File: src/rtl/branch_enc_pkg.sv
// branch_enc_pkg: shared widths and result type for the branch offset encoder
package branch_enc_pkg;
  localparam int IMM_W = 16;
  localparam int ADDR_W = 32;
  localparam int PC_INC_DEF = 4;
  typedef struct packed {
    logic [IMM_W-1:0] imm16;
    logic misaligned;
    logic range_err;
  } enc_result_t;
endpackage

File: src/rtl/branch_range_check.sv
// branch_range_check: classifies a byte difference into an encoded immediate and error flags
module branch_range_check
  import branch_enc_pkg::*;
(
  input  logic [ADDR_W-1:0] diff,
  output enc_result_t       res
);
  logic mis;
  logic rng;
  always_comb begin
    mis = |diff[1:0];
    rng = ~(&diff[31:17] | ~|diff[31:17]);
    res.misaligned = mis;
    res.range_err = rng;
    res.imm16 = (mis | rng) ? '0 : diff[17:2];
  end
endmodule

File: src/rtl/branch_offset_encoder.sv
// branch_offset_encoder: two-stage elastic pipeline turning (pc, target) into a branch immediate
module branch_offset_encoder
  import branch_enc_pkg::*;
#(
  parameter int PC_INC = PC_INC_DEF,
  parameter int CNT_W = 16
) (
  input  logic              clk,
  input  logic              rst_n,
  input  logic              in_valid,
  output logic              in_ready,
  input  logic [ADDR_W-1:0] in_pc,
  input  logic [ADDR_W-1:0] in_target,
  output logic              out_valid,
  input  logic              out_ready,
  output logic [IMM_W-1:0]  out_imm16,
  output logic              out_misaligned,
  output logic              out_range_err,
  output logic [CNT_W-1:0]  err_count
);
  logic s1_valid;
  logic [ADDR_W-1:0] s1_diff;
  enc_result_t rc;
  enc_result_t res;
  logic s2_load;
  logic s1_load;
  branch_range_check u_rc (.diff(s1_diff), .res(rc));
  assign s2_load = s1_valid & (~out_valid | out_ready);
  assign s1_load = ~s1_valid | s2_load;
  assign in_ready = s1_load;
  assign out_imm16 = res.imm16;
  assign out_misaligned = res.misaligned;
  assign out_range_err = res.range_err;
  always_ff @(posedge clk) begin
    if (!rst_n) begin
      s1_valid <= 1'b0;
      s1_diff <= '0;
      out_valid <= 1'b0;
      res <= '0;
      err_count <= '0;
    end else begin
      if (s1_load) begin
        s1_valid <= in_valid;
        s1_diff <= in_target - in_pc - ADDR_W'(PC_INC);
      end
      if (s2_load) begin
        out_valid <= 1'b1;
        res <= rc;
      end else if (out_ready) out_valid <= 1'b0;
      if (out_valid & out_ready & (res.misaligned | res.range_err) & ~&err_count)
        err_count <= err_count + CNT_W'(1);
    end
  end
endmodule
File: config.mk
export PLATFORM = sky130hd
export DESIGN_NAME = branch_offset_encoder
export DESIGN_NICKNAME = d
export VERILOG_FILES = /design/src/rtl/branch_enc_pkg.sv /design/src/rtl/branch_range_check.sv /design/src/rtl/branch_offset_encoder.sv
export SDC_FILE = /design/constraint.sdc
export NUM_CORES = 1
export LEC_CHECK = 0
export BUFFER_PORTS_ARGS = -buffer_cell sky130_fd_sc_hd__buf_2
export CAP_MARGIN = 10
export CORE_ASPECT_RATIO = 0.7
export CORE_MARGIN = 2
export CORE_UTILIZATION = 55
export DETAILED_ROUTE_END_ITERATION = 10
export GPL_TIMING_DRIVEN = 1
export PLACE_DENSITY_LB_ADDON = 0.3
export SYNTH_ARGS = -nofsm -noshare
export SYNTH_HDL_FRONTEND = slang
export SYNTH_HIERARCHICAL = 1
export SYNTH_SLANG_ARGS = --single-unit
export TNS_END_PERCENT = 5
File: constraint.sdc
create_clock -name clk -period 3.5 [get_ports clk]
set_input_delay 0.35 -clock clk [delete_from_list [all_inputs] [get_ports clk]]
set_output_delay 0.35 -clock clk [all_outputs]
set_load 0.01 [all_outputs]
==> results.cfg, run 1 <==
[status]
status = finished, final reports clean

[route]
viasPerCell = 5.49
dr.pass1.iters = 5
num_vias = 5132
wl_per_cell_um = 13.6
antenna_left = 0
drcViolationCount = 0
routed_wl_um = 12700
drt_first_iter_violations = 316

[sta]
drv_slew = 0
rsz0062_at_grt = false
finalCritPeriodShare_pct = 79.0
final_hold_viol_count = 0
fmax_mhz = 362
skew_ns = 0.00471
fin_crit_ns = 2.77
fin_tns_setup_ns = 0
worst_pin_slew_ns = 1.11
maxSlewHeadroom_pct = 25.8
finalSetupViolCount = 0

[floorplanning]
dieArea_um2 = 10500
core_region_area_um2 = 9570
die_h_um = 86.5
io_pins = 104
die_width_um = 122
initial_utilization_pct = 55.9
row_count = 30

[clocking]
cts.htree.levels = 3
clk_pin_slew_ns = 0.05
cts-hold-fix-buffers = 0
cts_setup_buffers = 0
cts_resized = 0
numClockSinks = 68
cts_root_buffer = clkbuf_16
numCtsBuffers = 9
cts_buffer_depth = 2
clk_latency_ns = 0.33
cts_tree = done

[logic_synthesis]
syn_inst = 719
yosysWarnings = 6
mappedNetlistNets = 850
synthArstFlopShare_pct = 0
ys_ff_latch = 68
yosys.area.top_type = dfxtp_1
ys_seq_area_share_pct = 25.5
synth_edf_count = 0
synth_top_area_share_pct = 25.5
synthTopCellsByArea = dfxtp_1 (25%), ha_1 (15%), nand2_1 (8.1%)
netlist_area_um2 = 5350
synth.distinct_cells = 71
avgSynthCellArea_um2 = 7.44
synthFlopType = dfxtp_1

[place]
dp_hpwl_um = 9820
io_buffers = 103
dpl_cell_area_um2 = 5870
routabilityCongestion = 0.887

[finish]
drive_gt1_share_pct = 18.8
finalInstanceArea_um2 = 6180
syn_to_final_growth_pct = 15.7
n_antenna_cell = 0
finish.net_count = 933

[global_route]
grtUsageTotal_pct = 24.8
grt_max_degree = 36
grt-ovfl-total = 0
grt_pass1_wl_um = 21600
grt_pass1_vias = 4793
grt_antenna_before_repair = 0

[worst_setup_path]
path_max_fanout = 6
crit_start = in_pc[1]
cp.arrival_ns = 2.95
end_kind = flop
required_ns = 3.68
reg2reg_from = s1_diff[28]
setup.worst_path.class = input pin to flop
start_kind = input pin

[hold_path]
min_path_type = input pin to flop
hold_start = in_valid

[power_and_ir_drop]
ir_drop_mv = 0.264
power.leakage_uw = 0.00291
total_power_uw = 2660
pwr_density_cell_nw_per_um2 = 430

[job]
drv_cap = 0
layout make-up:
cell class	instances	area (um2)
Multi-Input combinational cell	519	3450
Fill cell	863	3390
Sequential cell	68	1360
Timing Repair Buffer	106	538
Inverter	98	368
Clock buffer	11	253
Tap cell	128	160
Clock inverter	5	58.8
power by group:
group / leakage, uW / switching (uW) / internal (uW)
clock network: 0.000148 / 331 / 591
logic: 0.00221 / 489 / 342
registers: 0.000557 / 56.5 / 853
total: 0.00291 / 877 / 1790
synthesized netlist by cell type, types with 7 or more instances:
master	number
a211oi_1	13
a21o_1	14
a21oi_1	70
a21oi_2	10
buf_2	7
clkbuf_1	18
dfxtp_1	68
ha_1	62
inv_1	97
nand2_1	115
nand3_1	17
nand4_1	13
nor2_1	40
nor3_1	9
o211ai_1	7
o21ai_0	26
xnor2_1	22
xor2_1	12
registers in the layout, indices dropped and copies added (netlist names):
signal	cells
out_range_err	1
out_misaligned	1
out_valid	1
s1_valid	1
err_count	16
s1_diff	32
out_imm16	16
kinds of logic after synthesis:
family | Yosys count | synth area share [%]
AOI/OAI and AO/OA | 186 | 23.1
xor gates and xnor gates | 34 | 5.57
adders and majority gates | 63 | 14.9
buffers and inverters | 132 | 10.1
DFF | 68 | 25.5
muxes | 3 | 0.562
and+or+nand+nor | 233 | 20.3
final timing paths:
path,to,cells after the start,slack [ns]
worst max-delay path,s1_diff[31],12,0.73
worst min-delay path,s1_valid,3,0.25
worst max register to register,out_range_err,5,1.29
worst min register to register,out_imm16[14],2,0.45
routing by layer:
metal  share of wire, %  global-route usage [%]  vias up  wire (um)
li1                   -                       -     2622          -
met1                 49                    34.1     2366       6250
met2                 45                    41.2      131       5750
met3                5.0                    5.00       13        637
met4               0.72                    3.97        0         91
met5                  0                       0        -          0
layout by cell type, fill, tap and decap left out, types with 3 or more instances in the layout:
cell	netlist	final
clkbuf_16	0	9
and3_1	5	5
nor2_1	40	40
dfxtp_1	68	68
nand2_1	115	115
a211oi_2	3	3
buf_2	7	103
o21a_1	6	6
o21bai_1	3	3
ha_1	62	62
a21o_1	14	14
a211oi_1	13	13
buf_4	3	3
nor2b_1	4	4
o21ai_1	5	5
xor2_1	12	12
or3_1	6	6
mux2i_1	3	3
xnor2_1	22	22
a21oi_1	70	70
nor3_1	9	9
o211ai_1	7	7
o21ai_0	26	26
nand3_1	17	17
and2_1	4	4
nor4_1	3	3
inv_1	97	97
a21oi_2	10	10
nand4_1	13	13
worst max-delay path: stages:
cell	delay, ns
buf_2	0.08
inv_1	0.03
ha_1	0.28
ha_1	0.22
fa_1	0.43
a211oi_2	0.27
o21a_4	0.20
a211oi_1	0.10
o21ai_0	0.38
a2bb2oi_1	0.29
mux2i_1	0.21
o22ai_1	0.09
metrics by stage:
stage / utilization [%] / std cells / setup WS (ns) / hold WS (ns)
after floorplan: - / 719 / 0.628 / 0.425
after global placement: 61.4 / 919 / 0.494 / 0.442
after detailed placement: 61.4 / 919 / 0.419 / 0.445
after CTS: 64.6 / 935 / 0.742 / 0.257
after global routing: 64.6 / 935 / 0.569 / 0.266
final: 64.6 / 935 / 0.734 / 0.251
No activity file was read; power rests on OpenSTA's default activity.
==> inputs of run 2 (changes only) <==
--- a/config.mk
+++ b/config.mk
@@ -5,6 +5,7 @@
 export SDC_FILE = /design/constraint.sdc
 export NUM_CORES = 1
 export LEC_CHECK = 0
+export ABC_AREA = 1
 export BUFFER_PORTS_ARGS = -buffer_cell sky130_fd_sc_hd__buf_2
 export CAP_MARGIN = 10
 export CORE_ASPECT_RATIO = 0.7
==> constraint.sdc (replaced) <==
create_clock -name clk -period 2.56 [get_ports clk]
set_input_delay 0.256 -clock clk [delete_from_list [all_inputs] [get_ports clk]]
set_output_delay 0.256 -clock clk [all_outputs]
set_load 0.01 [all_outputs]
==> run 2 against run 1 <==
Compared with the run above:
- total power rose by 48%
- register-to-register slack got worse by 0.56 ns
- critical path type unchanged
- die area rose by 13%
- critical path depth rose by 3
- largest power group unchanged
- count of clock-buffer cells in the layout rose by 1
- highest routed layer unchanged
- largest cell class unchanged
- clock skew rose by 0.0017 ns
- combinational power rose by 53%
- non-clock buffer count did not move
- via count rose by 22%
==> results.cfg, run 2 <==
[clocking]
numCtsBuffers = 9
numClockSinks = 68
clk_pin_slew_ns = 0.06
cts-hold-fix-buffers = 0
cts_tree = done
cts.htree.levels = 3
cts_resized = 0
clk_latency_ns = 0.34
cts_setup_buffers = 0
cts_buffer_depth = 2
cts_root_buffer = clkbuf_16

[finish]
layout_commonest_cell = nand2_1
finalInstanceArea_um2 = 7090
n_antenna_cell = 0
final_cells = 1303
syn_to_final_growth_pct = 16.3
finish.net_count = 1276
regMostFlops = s1_diff
num-fill-cells = 1069
drive_gt1_share_pct = 14.2
largest_reg_flops = 32
final_cell_mix = nand2_1 (260), inv_1 (255), nor2_1 (168), buf_2 (103), dfxtp_1 (68)

[floorplanning]
die_width_um = 130
die_h_um = 92.1
initial_utilization_pct = 56.0
row_count = 32
io_pins = 104
dieArea_um2 = 12000
core_region_area_um2 = 10900

[worst_setup_path]
setup.worst_path.class = input pin to flop
end_kind = flop
start_kind = input pin
path_max_fanout = 4
required_ns = 2.80
reg2reg_depth = 9
cp.arrival_ns = 2.33

[sta]
drv_slew = 0
worst_pin_slew_ns = 0.654
fin_tns_setup_ns = 0
fin_crit_ns = 2.09
finalCritPeriodShare_pct = 81.5
final_hold_viol_count = 0
skew_ns = 0.00645
worst_slack_ns = 0.473
fmax_mhz = 479
rsz0062_at_grt = false
maxSlewHeadroom_pct = 56.4
finalSetupViolCount = 0

[power_and_ir_drop]
ir_drop_mv = 0.382
pwr_density_cell_nw_per_um2 = 557
total_power_uw = 3950
power.leakage_uw = 0.00429

[route]
drt_first_iter_violations = 475
drcViolationCount = 0
num_vias = 6237
dr.pass1.iters = 5
antenna_left = 0
viasPerCell = 4.79
routed_wl_um = 14300
wl_per_cell_um = 11.0

[global_route]
grt_pass1_wl_um = 24300
grt-ovfl-total = 0
grt_pass1_vias = 5539
grt_antenna_before_repair = 0
grt_max_degree = 38
grtUsageTotal_pct = 25.0

[logic_synthesis]
syn_inst = 1046
synth_common_cells = nand2_1 (260), inv_1 (255), nor2_1 (168)
yosys.area.top_type = dfxtp_1
mappedNetlistNets = 1177
netlist_area_um2 = 6100
synth_top_area_share_pct = 22.3
synthArstFlopShare_pct = 0
yosysMostFrequentCell = nand2_1
ys_ff_latch = 68
avgSynthCellArea_um2 = 5.83
synth.distinct_cells = 37
yosysWarnings = 6
synthFlopType = dfxtp_1
synthTopCellsByArea = dfxtp_1 (22%), nand2_1 (16%), inv_1 (16%)
ys_seq_area_share_pct = 22.3
synth_edf_count = 0

[status]
status = finished, final reports clean

[place]
dpl_cell_area_um2 = 6740
io_buffers = 103
dp_hpwl_um = 11300
dpl.cell_count = 1287
place_ws_ns = 0.161
routabilityCongestion = 0.931

[hold_path]
hold-path-cell-count = 2
min_path_type = input pin to flop

[job]
drv_cap = 0
[run 2: cell types whose count changed in the layout (fill, tap and decap cells not counted), moves of 7 or more]
| cell | before | now |
|---|---|---|
| inv_1 | 97 | 255 |
| nand2_1 | 115 | 260 |
| nor2_1 | 40 | 168 |
| nand3_1 | 17 | 57 |
| a21oi_1 | 70 | 35 |
| xnor2_1 | 22 | 4 |
| a21o_1 | 14 | 1 |
| nor2_2 | 0 | 13 |
| a211oi_1 | 13 | 1 |
| o21ai_0 | 26 | 37 |
| nand2_2 | 0 | 9 |
| a21oi_2 | 10 | 3 |
| o211ai_1 | 7 | 0 |
[run 2: worst max-delay path: stages]
cell	delay (ns)
buf_2	0.07
inv_1	0.03
ha_1	0.29
ha_1	0.27
fa_1	0.46
nand3_1	0.12
nand3_1	0.14
nand3_1	0.11
nand3_1	0.16
nand3_1	0.14
nand2_1	0.06
nand2_1	0.05
nand3_1	0.07
nand2_1	0.06
inv_1	0.03
[run 2: worst paths after layout]
kind | end | slack (ns) | from
min | s1_valid | 0.14 | in_valid
min reg2reg | out_imm16[14] | 0.47 | out_imm16[14]
max reg2reg | err_count[11] | 0.73 | err_count[0]
max | s1_diff[21] | 0.47 | in_pc[1]
[run 2: cells by family (layout without fill, tap and decap cells)]
group | after synthesis | count (layout) | share of synthesized area (%)
flops | 68 | 68 | 22.3
compound gates | 89 | 89 | 8.09
simple gates | 526 | 526 | 35.9
fa+ha+maj | 63 | 63 | 13.1
xor+xnor | 21 | 21 | 3.02
buf+inv | 279 | 383 | 17.7
[run 2: layout make-up]
class	count	area, um2	share of cell area [%]
Clock buffer	12	256	3.62
Sequential cell	68	1360	19.2
Timing Repair Buffer	106	551	7.76
Clock inverter	4	95.1	1.34
Multi-Input combinational cell	699	3660	51.6
Inverter	261	980	13.8
Tap cell	153	191	2.70
[run 2: routing by layer]
metal	vias up	GRT usage (%)	part of all wire, %
met3	19	6.13	7.4
li1	3330	-	-
met5	-	0	0
met2	176	38.4	41
met1	2712	35.2	50
met4	0	6.27	1.7
[run 2: where the power goes]
part | switching [uW] | internal [uW]
combinational | 805 | 461
sequential | 67.7 | 1170
clock | 441 | 1000
total | 1310 | 2640
[run 2: per-stage QoR]
step,util (%),hold WS (ns)
5_1_grt,65.1,0.138
3_5_place_dp,61.9,0.466
3_3_place_gp,61.9,0.458
4_1_cts,65.1,0.135
6_report,65.1,0.136
2_1_floorplan,-,0.380
==> inputs of run 3 (changes only) <==
--- a/config.mk
+++ b/config.mk
@@ -10,7 +10,7 @@
 export CAP_MARGIN = 10
 export CORE_ASPECT_RATIO = 0.7
 export CORE_MARGIN = 2
-export CORE_UTILIZATION = 55
+export CORE_UTILIZATION = 52
 export DETAILED_ROUTE_END_ITERATION = 10
 export GPL_TIMING_DRIVEN = 1
 export PLACE_DENSITY_LB_ADDON = 0.3
==> constraint.sdc (replaced) <==
create_clock -name clk -period 1.9 [get_ports clk]
set_input_delay 0.19 -clock clk [delete_from_list [all_inputs] [get_ports clk]]
set_output_delay 0.19 -clock clk [all_outputs]
set_load 0.01 [all_outputs]
==> run 3 against run 2 <==
Compared with the run above:
- sequential share of layout area is 1.3 points lower
- via count is 0.59% higher
- register-to-register slack worse by 0.53 ns
- clock power is 42% higher
- final cell count is 4.1% higher
- count of clock-buffer cells in the layout is 3 lower
- largest cell class unchanged
- highest routed layer unchanged
- clock skew is 0.0010 ns lower
- design area is 7.0% higher
- global-route usage is 1.2 points lower
==> results.cfg, run 3 (synthesis gave the netlist of run 2 again) <==
[status]
status = finished, final reports clean

[sta]
maxSlewHeadroom_pct = 62.9
worst_slack_ns = 0.136
finalSetupViolCount = 0
drv_slew = 0
finalCritPeriodShare_pct = 92.8
final_hold_viol_count = 0
worst_pin_slew_ns = 0.555
skew_ns = 0.00540
hold_slack_ns = 0.0886
rsz0062_at_grt = true
fin_crit_ns = 1.76
fmax_mhz = 567

[global_route]
grt_pass1_wl_um = 24500
grtUsageTotal_pct = 23.8
grt_antenna_before_repair = 0
grt_max_degree = 32
grt-ovfl-total = 0
grt_pass1_vias = 5568

[place]
place_ws_ns = -0.231
dp_hpwl_um = 11700
dpl.cell_count = 1340
io_buffers = 103
routabilityCongestion = 0.913

[worst_setup_path]
path_max_fanout = 4
reg2reg_from = err_count[1]
cpPeakStageDelay_ns = 0.42
start_kind = input pin
cp.arrival_ns = 2.00
end_kind = flop
crit_start = in_target[2]
slowest_stage = fa_2
timing.critical_path.cells = buf_2 > inv_1 > ha_1 > inv_1 > buf_4 > fa_2 > nand3_2 > nand3_2 > nand3_1 > nand3_2 > nand3_2 > nand2_1 > nand2_1 > nand3_1 > nand2_1 > inv_1
path_common_cell = nand3_2
setup.worst_path.class = input pin to flop
required_ns = 2.14

[route]
viasPerCell = 4.63
dr.pass1.iters = 5
drt_first_iter_violations = 364
wl_per_cell_um = 10.9
wl_met3_um = 751
wl_met2_um = 6100
antenna_left = 0
drcViolationCount = 0
routed_wl_um = 14700
num_vias = 6274
drt-met1-wl_um = 7610
top_layer_used = met4

[clocking]
numClockSinks = 68
numCtsBuffers = 9
clk_pin_slew_ns = 0.06
cts_buffer_depth = 2
cts_tree = done
cts_setup_buffers = 0
cts.htree.levels = 3
cts_root_buffer = clkbuf_16
clk_latency_ns = 0.33

[job]
drv_cap = 0

[floorplanning]
row_count = 33
initial_utilization_pct = 52.7
core_region_area_um2 = 11600
io_pins = 104
die_h_um = 94.6
dieArea_um2 = 12600
die_width_um = 133

[finish]
n_antenna_cell = 0
layout_commonest_cell = nand2_1
drive_gt1_share_pct = 19.3
final_cell_mix = nand2_1 (259), inv_1 (255), nor2_1 (165), buf_2 (103), dfxtp_1 (68)
regMostFlops = s1_diff
finish.net_count = 1325
final_cells = 1356
largest_reg_flops = 32
syn_to_final_growth_pct = 24.5

[power_and_ir_drop]
ir_drop_mv = 0.580
pwr_density_cell_nw_per_um2 = 747
power.leakage_uw = 0.00455

[hold_path]
hold_start = in_valid
min_path_type = input pin to flop
==> run 3: worst paths after layout <==
kind | endpoint | slack (ns) | depth (start not counted)
worst max-delay path | s1_diff[21] | 0.14 | 16
worst min-delay path | s1_valid | 0.09 | 2
worst max register to register | err_count[11] | 0.20 | 9
worst min register to register | out_imm16[6] | 0.48 | 2
==> run 3: cell type report <==
class,count,area [um2]
clock buffers,9,225
flip-flops and latches,68,1360
well taps,157,196
repair buffers,155,918
fillers,1105,3970
multi-input cells,699,3770
inverters,261,980
clock inverters,7,139
==> run 3: critical path: cells and delay by family <==
family | cells | cell delay [ns]
and+or+nand+nor | 9 | 0.78
buffers and inverters | 5 | 0.34
adders and majority gates | 2 | 0.67
==> run 3: what timing repair did <==
item	4_1_cts	5_1_grt
hold buffers	0	0
resized for setup	0	14
setup endpoints to repair	0	12
==> run 3: metrics by stage <==
stage | power (uW) | TNS (ns) | utilization (%) | area, um2
2_1_floorplan | 2950 | -0.00213 | - | 6130
3_3_place_gp | 3560 | -3.43 | 61.8 | 7140
3_5_place_dp | 3590 | -4.09 | 61.8 | 7140
4_1_cts | 5630 | 0 | 64.9 | 7510
5_1_grt | 6060 | -0.0604 | 65.6 | 7590
6_report | 5670 | 0 | 65.6 | 7590
==> run 3: where the power goes <==
part	switching [uW]	internal [uW]
Sequential	92.3	1580
Clock	627	1410
Combinational	1150	807
==> run 3: routing by layer <==
metal  GRT usage (%)  up-vias
met5               0        -
met1            33.4     2696
li1                -     3419
met3            4.24       23
met2            37.6      136
met4            6.56        0
